`config.mk`:
```
export PLATFORM = sky130hd
export DESIGN_NAME = cc_setpoint_arbiter
export DESIGN_NICKNAME = d
export VERILOG_FILES = /design/src/rtl/cc_setpoint_arbiter.sv
export SDC_FILE = /design/constraint.sdc
export NUM_CORES = 1
export LEC_CHECK = 0
export BUFFER_PORTS_ARGS = -buffer_cell sky130_fd_sc_hd__buf_2
export CAP_MARGIN = 10
export CORE_AREA = 2 2 62 64
export CTS_BUF_LIST = sky130_fd_sc_hd__clkbuf_8
export CTS_CLUSTER_DIAMETER = 150
export CTS_CLUSTER_SIZE = 14
export DETAILED_ROUTE_END_ITERATION = 8
export DIE_AREA = 0 0 64 66
export PLACE_DENSITY = 0.66
export REMOVE_ABC_BUFFERS = 1
export SLEW_MARGIN = 15
export SYNTH_ARGS = -nofsm -noshare
export SYNTH_HDL_FRONTEND = slang
export SYNTH_SLANG_ARGS = --single-unit
```
`constraint.sdc`:
```
create_clock -name CC_SETPOINT_ARBITER_CLOCK_50 -period 2.2 [get_ports CC_SETPOINT_ARBITER_CLOCK_50]
set_input_delay 0.11 -clock CC_SETPOINT_ARBITER_CLOCK_50 [delete_from_list [all_inputs] [get_ports CC_SETPOINT_ARBITER_CLOCK_50]]
set_output_delay 0.11 -clock CC_SETPOINT_ARBITER_CLOCK_50 [all_outputs]
set_load 0.01 [all_outputs]
```
`src/rtl/cc_setpoint_arbiter.sv`:
```
// Fixed-priority arbiter/sequencer for the shared 4:1 x/y/z setpoint mux.
// Grants one source, inserts a settle cycle, strobes load, and drops silent sources.
module cc_setpoint_arbiter #(
   parameter int TIMEOUT_CYCLES = 50000,
   parameter int CNT_WIDTH      = 16
) (
   input  logic       CC_SETPOINT_ARBITER_CLOCK_50,
   input  logic       CC_SETPOINT_ARBITER_RESET_InHigh,
   input  logic [3:0] CC_SETPOINT_ARBITER_update_InBus,
   input  logic [3:0] CC_SETPOINT_ARBITER_enable_InBus,
   output logic [1:0] CC_SETPOINT_ARBITER_select_OutBus,
   output logic [3:0] CC_SETPOINT_ARBITER_grant_OutBus,
   output logic       CC_SETPOINT_ARBITER_active_Out,
   output logic       CC_SETPOINT_ARBITER_load_Out,
   output logic       CC_SETPOINT_ARBITER_timeout_Out
);

   typedef enum logic [1:0] {
      ST_IDLE   = 2'd0,
      ST_SETTLE = 2'd1,
      ST_ACTIVE = 2'd2
   } state_t;

   state_t               r_state;
   logic [1:0]           r_sel;
   logic [3:0]           r_grant;
   logic                 r_active;
   logic                 r_load;
   logic                 r_timeout;
   logic [CNT_WIDTH-1:0] r_wdog;

   logic [3:0] w_req;
   logic [1:0] w_req_idx;
   logic [3:0] w_higher;

   // Lowest set bit wins; callers only use the result when the vector is nonzero.
   function automatic logic [1:0] f_prio(input logic [3:0] v);
      logic [1:0] idx;
      if (v[0]) begin
         idx = 2'd0;
      end else if (v[1]) begin
         idx = 2'd1;
      end else if (v[2]) begin
         idx = 2'd2;
      end else begin
         idx = 2'd3;
      end
      return idx;
   endfunction

   function automatic logic [3:0] f_onehot(input logic [1:0] idx);
      return 4'b0001 << idx;
   endfunction

   assign w_req     = CC_SETPOINT_ARBITER_update_InBus & CC_SETPOINT_ARBITER_enable_InBus;
   assign w_req_idx = f_prio(w_req);
   // Requests strictly above the currently selected source.
   assign w_higher  = w_req & (f_onehot(r_sel) - 4'd1);

   // Arbitration FSM with all outputs registered.
   always_ff @(posedge CC_SETPOINT_ARBITER_CLOCK_50) begin
      if (CC_SETPOINT_ARBITER_RESET_InHigh) begin
         r_state   <= ST_IDLE;
         r_sel     <= 2'd0;
         r_grant   <= 4'd0;
         r_active  <= 1'b0;
         r_load    <= 1'b0;
         r_timeout <= 1'b0;
         r_wdog    <= '0;
      end else begin
         r_load    <= 1'b0;
         r_timeout <= 1'b0;
         case (r_state)
            ST_IDLE: begin
               if (w_req != 4'd0) begin
                  r_sel    <= w_req_idx;
                  r_grant  <= f_onehot(w_req_idx);
                  r_active <= 1'b1;
                  r_state  <= ST_SETTLE;
               end else begin
                  r_sel    <= 2'd0;
                  r_grant  <= 4'd0;
                  r_active <= 1'b0;
               end
            end
            ST_SETTLE: begin
               if (w_higher != 4'd0) begin
                  r_sel   <= w_req_idx;
                  r_grant <= f_onehot(w_req_idx);
               end else begin
                  r_load  <= 1'b1;
                  r_wdog  <= '0;
                  r_state <= ST_ACTIVE;
               end
            end
            ST_ACTIVE: begin
               if (!CC_SETPOINT_ARBITER_enable_InBus[r_sel]) begin
                  r_wdog <= '0;
                  if (w_req != 4'd0) begin
                     r_sel   <= w_req_idx;
                     r_grant <= f_onehot(w_req_idx);
                     r_state <= ST_SETTLE;
                  end else begin
                     r_sel    <= 2'd0;
                     r_grant  <= 4'd0;
                     r_active <= 1'b0;
                     r_state  <= ST_IDLE;
                  end
               end else if (w_higher != 4'd0) begin
                  r_sel   <= w_req_idx;
                  r_grant <= f_onehot(w_req_idx);
                  r_state <= ST_SETTLE;
               end else if (CC_SETPOINT_ARBITER_update_InBus[r_sel]) begin
                  r_load <= 1'b1;
                  r_wdog <= '0;
               end else if (r_wdog == CNT_WIDTH'(TIMEOUT_CYCLES)) begin
                  r_timeout <= 1'b1;
                  r_sel     <= 2'd0;
                  r_grant   <= 4'd0;
                  r_active  <= 1'b0;
                  r_wdog    <= '0;
                  r_state   <= ST_IDLE;
               end else begin
                  r_wdog <= r_wdog + CNT_WIDTH'(1);
               end
            end
            default: begin
               r_state  <= ST_IDLE;
               r_sel    <= 2'd0;
               r_grant  <= 4'd0;
               r_active <= 1'b0;
               r_wdog   <= '0;
            end
         endcase
      end
   end

   assign CC_SETPOINT_ARBITER_select_OutBus = r_sel;
   assign CC_SETPOINT_ARBITER_grant_OutBus  = r_grant;
   assign CC_SETPOINT_ARBITER_active_Out    = r_active;
   assign CC_SETPOINT_ARBITER_load_Out      = r_load;
   assign CC_SETPOINT_ARBITER_timeout_Out   = r_timeout;

endmodule

```
-- Word level (Yosys, flattened, before mapping)
Cells that the tools add are included.
- flip-flop bits (word level): 27
- latch bits: 0
- RAM bits: 0
- memory bits (read-only): 0
- input port bits: 10
- output and inout bits: 9
- logic and storage cells: 84
- memories kept: 0
- $add $sub $neg: 2
- multiply operators: 0
- div/mod/pow operators: 0
- $lt $le $gt $ge: 1
- equality and inequality tests: 12
- shift operators: 2
- multiplexer cells: 46
- bitwise operators: 6
- reduce and logical (&&, ||, !) cells: 8
- operator list (cell ; count):
    two-way mux 16 bit ; 5
    case mux 16 bit (3 select lines) ; 1
    two-way mux 2 bit ; 12
    two-way mux 4 bit ; 6
    adder 16 x 1 -> 16 bit (second input constant) ; 1
    == test 16 bit (second input constant) ; 1
    two-way mux 1 bit ; 15
    != test 3 bit (second input constant) ; 4
    case mux 2 bit (3 select lines) ; 2
    case mux 4 bit (3 select lines) ; 1
    bitwise AND 4 bit ; 2
    != test 4 bit (second input constant) ; 2
    nonzero test 4 bit ; 2
    << shifter 1 x 2 -> 4 bit (first input constant) ; 2
    != test 2 bit (second input constant) ; 3
    AND reduction 3 bit ; 2
    AND reduction 5 bit ; 1
    OR reduction 5 bit ; 1
    binary-select mux 1 bit (select 2 bit) ; 2
    inverter 1 bit ; 4
    AND reduction 4 bit ; 1
    subtractor 4 x 1 -> 4 bit (second input constant) ; 1
    less-than comparator 2 x 3 -> 1 bit (second input constant) ; 1
    case mux 1 bit (3 select lines) ; 1
    4 further kinds ; 4

-- Longest topological paths before layout
- depth in word-level cells: 8
- depth in mapped cells: 8
- mapped depth without buffers: 7

-- Worst setup path before layout
Ideal clock, no wire load.
- path kind: reg-to-reg
- from: reg r_sel[0], in the netlist CC_SETPOINT_ARBITER_select_OutBus[0]
- to: reg r_wdog[5]
- setup time: 0.131 ns
- data arrival time: 1.921 ns
- required time: 2.069 ns
- path slack: 0.147 ns
- cell stages (with the launch flop): 6
- buffers on the path: 0
- cell sequence: dfxtp_1 -> mux4_2 -> a21o_4 -> a2111oi_2 -> xnor2_1 -> nor3_2
- cells in the longest elaborated chain, start to end: 6
- RTL lines (element ; line ; RTL):
    start, declared ; 25 ; logic [1:0] r_sel;
    start signal, assigned ; 76 ; r_sel <= w_req_idx;
    start signal, assigned ; 88 ; r_sel <= w_req_idx;
    start signal, assigned ; 100 ; r_sel <= w_req_idx;
    << shifter 1 x 2 -> 4 bit or binary-select mux 1 bit (select 2 bit) (tied branches) ; 52, 113 ;
    subtractor 4 x 1 -> 4 bit or two-way mux 1 bit (tied branches) ; 58, 113 ;
    bitwise AND 4 bit or two-way mux 16 bit (tied branches) ; 58, 113 ;
    nonzero test 4 bit or two-way mux 16 bit (tied branches) ; 87, 109 ;
    != test 3 bit (no source line), or another cell as far along ; - ;
    AND reduction 3 bit (no source line) or case mux 16 bit (3 select lines) (tied branches) ; - ;
    end signal, assigned ; 124 ; r_wdog <= r_wdog + CNT_WIDTH'(1);
    end, declared ; 30 ; logic [CNT_WIDTH-1:0] r_wdog;
Parallel ways exist; a longest one is shown, timed or not. The select of a mux whose other input is x is not followed.
A chain may end at the register's enable or synchronous reset.

-- Worst setup path in the final report
- from: reg r_wdog[11]
- to: reg r_grant[3], in the netlist CC_SETPOINT_ARBITER_grant_OutBus[3]
- cells in the longest elaborated chain, start to end: 3
- RTL lines (element ; line ; RTL):
    == test 16 bit ; 116 ; end else if (r_wdog == CNT_WIDTH'(TIMEOUT_CYCLES)) begin
    != test 4 bit (no source line) ; - ;
    AND reduction 3 bit (no source line) ; - ;
    end signal, assigned ; 89 ; r_grant <= f_onehot(w_req_idx);
    end signal, assigned ; 101 ; r_grant <= f_onehot(w_req_idx);
    end signal, assigned ; 111 ; r_grant <= f_onehot(w_req_idx);
    end, declared ; 26 ; logic [3:0] r_grant;
No other way between the ends.

==> flow_summary.json <==
{
  "p_seq_frac": 0.312,
  "drtIter0Drc": 132,
  "p_leak_nw": 0.756,
  "arrival_ps": 2310,
  "io_buffers": 18,
  "clk_latency_ps": 270,
  "crit_fanout": 6,
  "fin_nets": 229,
  "yosysSeqAreaShare": 0.309,
  "worst_ep_required_time_ps": 2380,
  "setup_ws_ps": 62.0,
  "ys_types": 56,
  "reg2reg_setup_slack_ps": 60,
  "row_count": 22,
  "cp-start-kind": "flip-flop",
  "dp.cells": 250,
  "drive_gt1_frac": 0.311,
  "first_pass_iters": 5,
  "finalCritPeriodShare": 0.972,
  "synthCells": 180,
  "yosysWarnings": 0,
  "slew_viol_final": 0,
  "dieArea_sq_mm": 0.00422,
  "grt_max_degree": 24,
  "io_pins": 19,
  "routedWlPerCell_um": 17.0,
  "antenna_left": 0,
  "worst-setup-path-type": "reg2reg",
  "routabilityCongestion": 0.833,
  "worst_hold_path_type": "in2reg",
  "grt_use_total": 0.222,
  "status": "complete, no violations",
  "grt_overflow": 0,
  "syn_area_sq_mm": 0.00175,
  "synth-edff-count": 0,
  "setup_viol": 0,
  "htreeDepth": 1,
  "p_switching_w": 0.000814,
  "cp_num_buf_inv": 0,
  "switching_share": 0.423,
  "cap_viol_max_count": 0,
  "clock_power_share": 0.146,
  "internal_power_w": 0.00111,
  "cts_sinks": 27,
  "pre_cts_ws_ps": 58.4,
  "skew_ps": 3.29,
  "grt_antenna_before_repair": 0,
  "vdd_ir_drop_max_mv": 0.342,
  "fin_util": 0.594,
  "die_w_um": 64,
  "period_needed_ps": 2140,
  "max_slew_margin": 0.670,
  "ctsRootBufferMaster": "clkbuf_8",
  "antennaDiodeCount": 0,
  "ys_seq_elements": 27,
  "critPathSlowestCell": "or4b_4",
  "drc_errors": 0,
  "path_cells": "or4b_4, or4_4, o21ai_4, a21boi_2, a22o_1",
  "power.density_mw_per_mm2": 912,
  "clk_pin_slew_ps": 90,
  "whs_ps": 172,
  "critical-path-top-delay-family": "simple AND/OR/NAND/NOR gates",
  "dp_hpwl_mm": 3.18,
  "numCtsBuffers": 3,
  "grt_pass1_wl_mm": 7.31,
  "fmax_mhz": 468,
  "ys.flop_type": "dfxtp_1",
  "postCtsHoldBufs": 0,
  "pwr-share-comb": 0.542,
  "cpPeakStageDelay_ps": 570,
  "cp-end-kind": "flip-flop",
  "vias_per_cell": 6.14,
  "dieHeight_um": 66,
  "final_area_sq_mm": 0.00211,
  "worst_pin_slew_ps": 494,
  "syn_area_per_cell_sq_um": 9.72,
  "design.core.area_sq_mm": 0.00355,
  "cts_tree": "yes",
  "grt_pass1_vias": 1613,
  "clock_path_buffers": 2,
  "final-hold-violation-count": 0,
  "start_util": 0.493,
  "routed_wl_mm": 4.41,
  "syn2layout_area_growth_pct": 20.6,
  "ys_async_sr_fraction": 0,
  "final-instance-count-excl-fill": 260,
  "vias": 1597,
  "dpl_cell_area_sq_mm": 0.00198
}
sequential cells by signal, summed over array words and instances, names as in the netlist:
signal / flops
CC_SETPOINT_ARBITER_load_Out: 1
r_wdog: 16
CC_SETPOINT_ARBITER_timeout_Out: 1
r_state: 2
CC_SETPOINT_ARBITER_select_OutBus: 2
CC_SETPOINT_ARBITER_active_Out: 1
CC_SETPOINT_ARBITER_grant_OutBus: 4
cell usage after synthesis, types with 2 or more instances:
library cell   n  area share
nand4_1        2      0.0072
o211ai_1       6       0.026
a2111oi_4      3       0.047
a22oi_1        2      0.0086
nor2b_1        2      0.0072
nand3_1        5       0.014
o21ai_0        4       0.011
and3_1         3       0.011
a32oi_1        2       0.010
ha_1           6       0.043
o2111ai_1      2       0.010
a211oi_1       2      0.0086
dfxtp_1       27        0.31
and4_1         3       0.015
and2_1         2      0.0072
inv_1          9       0.019
a22o_1         5       0.025
a32o_1         3       0.017
nor2_1         5       0.011
buf_1          3      0.0064
and3_2         2      0.0086
nor3_1        15       0.043
xor2_1         6       0.030
clkbuf_1       3      0.0064
a21oi_1        7       0.020
a2111oi_2      4       0.034
xnor2_1        9       0.045
nand2_1        9       0.019
nor3_2         2       0.011
final timing paths:
kind              cells after the start                                               end                                              from
setup / recovery                      5  CC_SETPOINT_ARBITER_grant_OutBus[3]$_SDFFE_PP0P_                           r_wdog[11]$_SDFFE_PP0P_
hold / removal                        2  CC_SETPOINT_ARBITER_grant_OutBus[0]$_SDFFE_PP0P_               CC_SETPOINT_ARBITER_enable_InBus[0]
setup reg to reg                      5  CC_SETPOINT_ARBITER_grant_OutBus[3]$_SDFFE_PP0P_                           r_wdog[11]$_SDFFE_PP0P_
hold reg to reg                       1  CC_SETPOINT_ARBITER_grant_OutBus[2]$_SDFFE_PP0P_  CC_SETPOINT_ARBITER_grant_OutBus[2]$_SDFFE_PP0P_
layout make-up:
class                           instances  area (sq um)
Inverter                                9          33.8
Clock buffer                            3          41.3
Fill cell                             318          1440
Clock inverter                          1          3.75
Multi-Input combinational cell        136          1160
Sequential cell                        27           544
Tap cell                               48          60.1
Timing Repair Buffer                   36           268
worst reg2reg max path, cell delays in order (launching register included):
cell and delay (ps):
dfxtp_1 370, or4b_4 580, or4_4 570, o21ai_4 160, a21boi_2 120, a22o_1 240
per-stage QoR:
step / TNS [ps] / power (W)
after floorplan: -524 / 0.00121
after global placement: 0 / 0.00153
after detailed placement: 0 / 0.00155
after CTS: 0 / 0.00183
after global routing: -252 / 0.00205
final: 0 / 0.00192
cells by family after synthesis:
family,after synthesis,synth area share
xor+xnor,15,0.0751
simple gates,59,0.207
mux,3,0.0336
flops,27,0.309
fa+ha+maj,6,0.0429
compound gates,53,0.293
buf+inv,17,0.0393
power groups by stage:
stage	logic [W]	clock network (W)	registers [W]
6_report	0.00104	0.000280	0.000601
5_1_grt	0.00113	0.000308	0.000609
4_1_cts	0.000942	0.000288	0.000599
3_5_place_dp	0.000937	0	0.000612
3_3_place_gp	0.000924	0	0.000605
2_1_floorplan	0.000589	0	0.000617
layout by cell type, fill, tap and decap left out, types with 6 or more instances in the layout:
| cell type | n |
|---|---|
| inv_1 | 10 |
| o211ai_1 | 6 |
| nand2_1 | 9 |
| ha_1 | 6 |
| buf_2 | 18 |
| nor3_1 | 15 |
| buf_4 | 15 |
| xnor2_1 | 9 |
| xor2_1 | 6 |
| dfxtp_1 | 24 |
| a21oi_1 | 7 |
layer usage:
| metal | global-route usage | share of wire | up-vias |
|---|---|---|---|
| met4 | 0.144 | 0.028 | 0 |
| met5 | 0 | 0 | - |
| li1 | - | - | 763 |
| met3 | 0.0358 | 0.031 | 13 |
| met2 | 0.387 | 0.51 | 50 |
| met1 | 0.252 | 0.43 | 771 |
what timing repair did:
action                                 4_1_cts  5_1_grt
buffers inserted                             0        5
setup endpoints to repair                    0       12
endpoints found under the hold margin        0        0
gates resized for setup                      0        6
(Power assumes the default switching activity.)
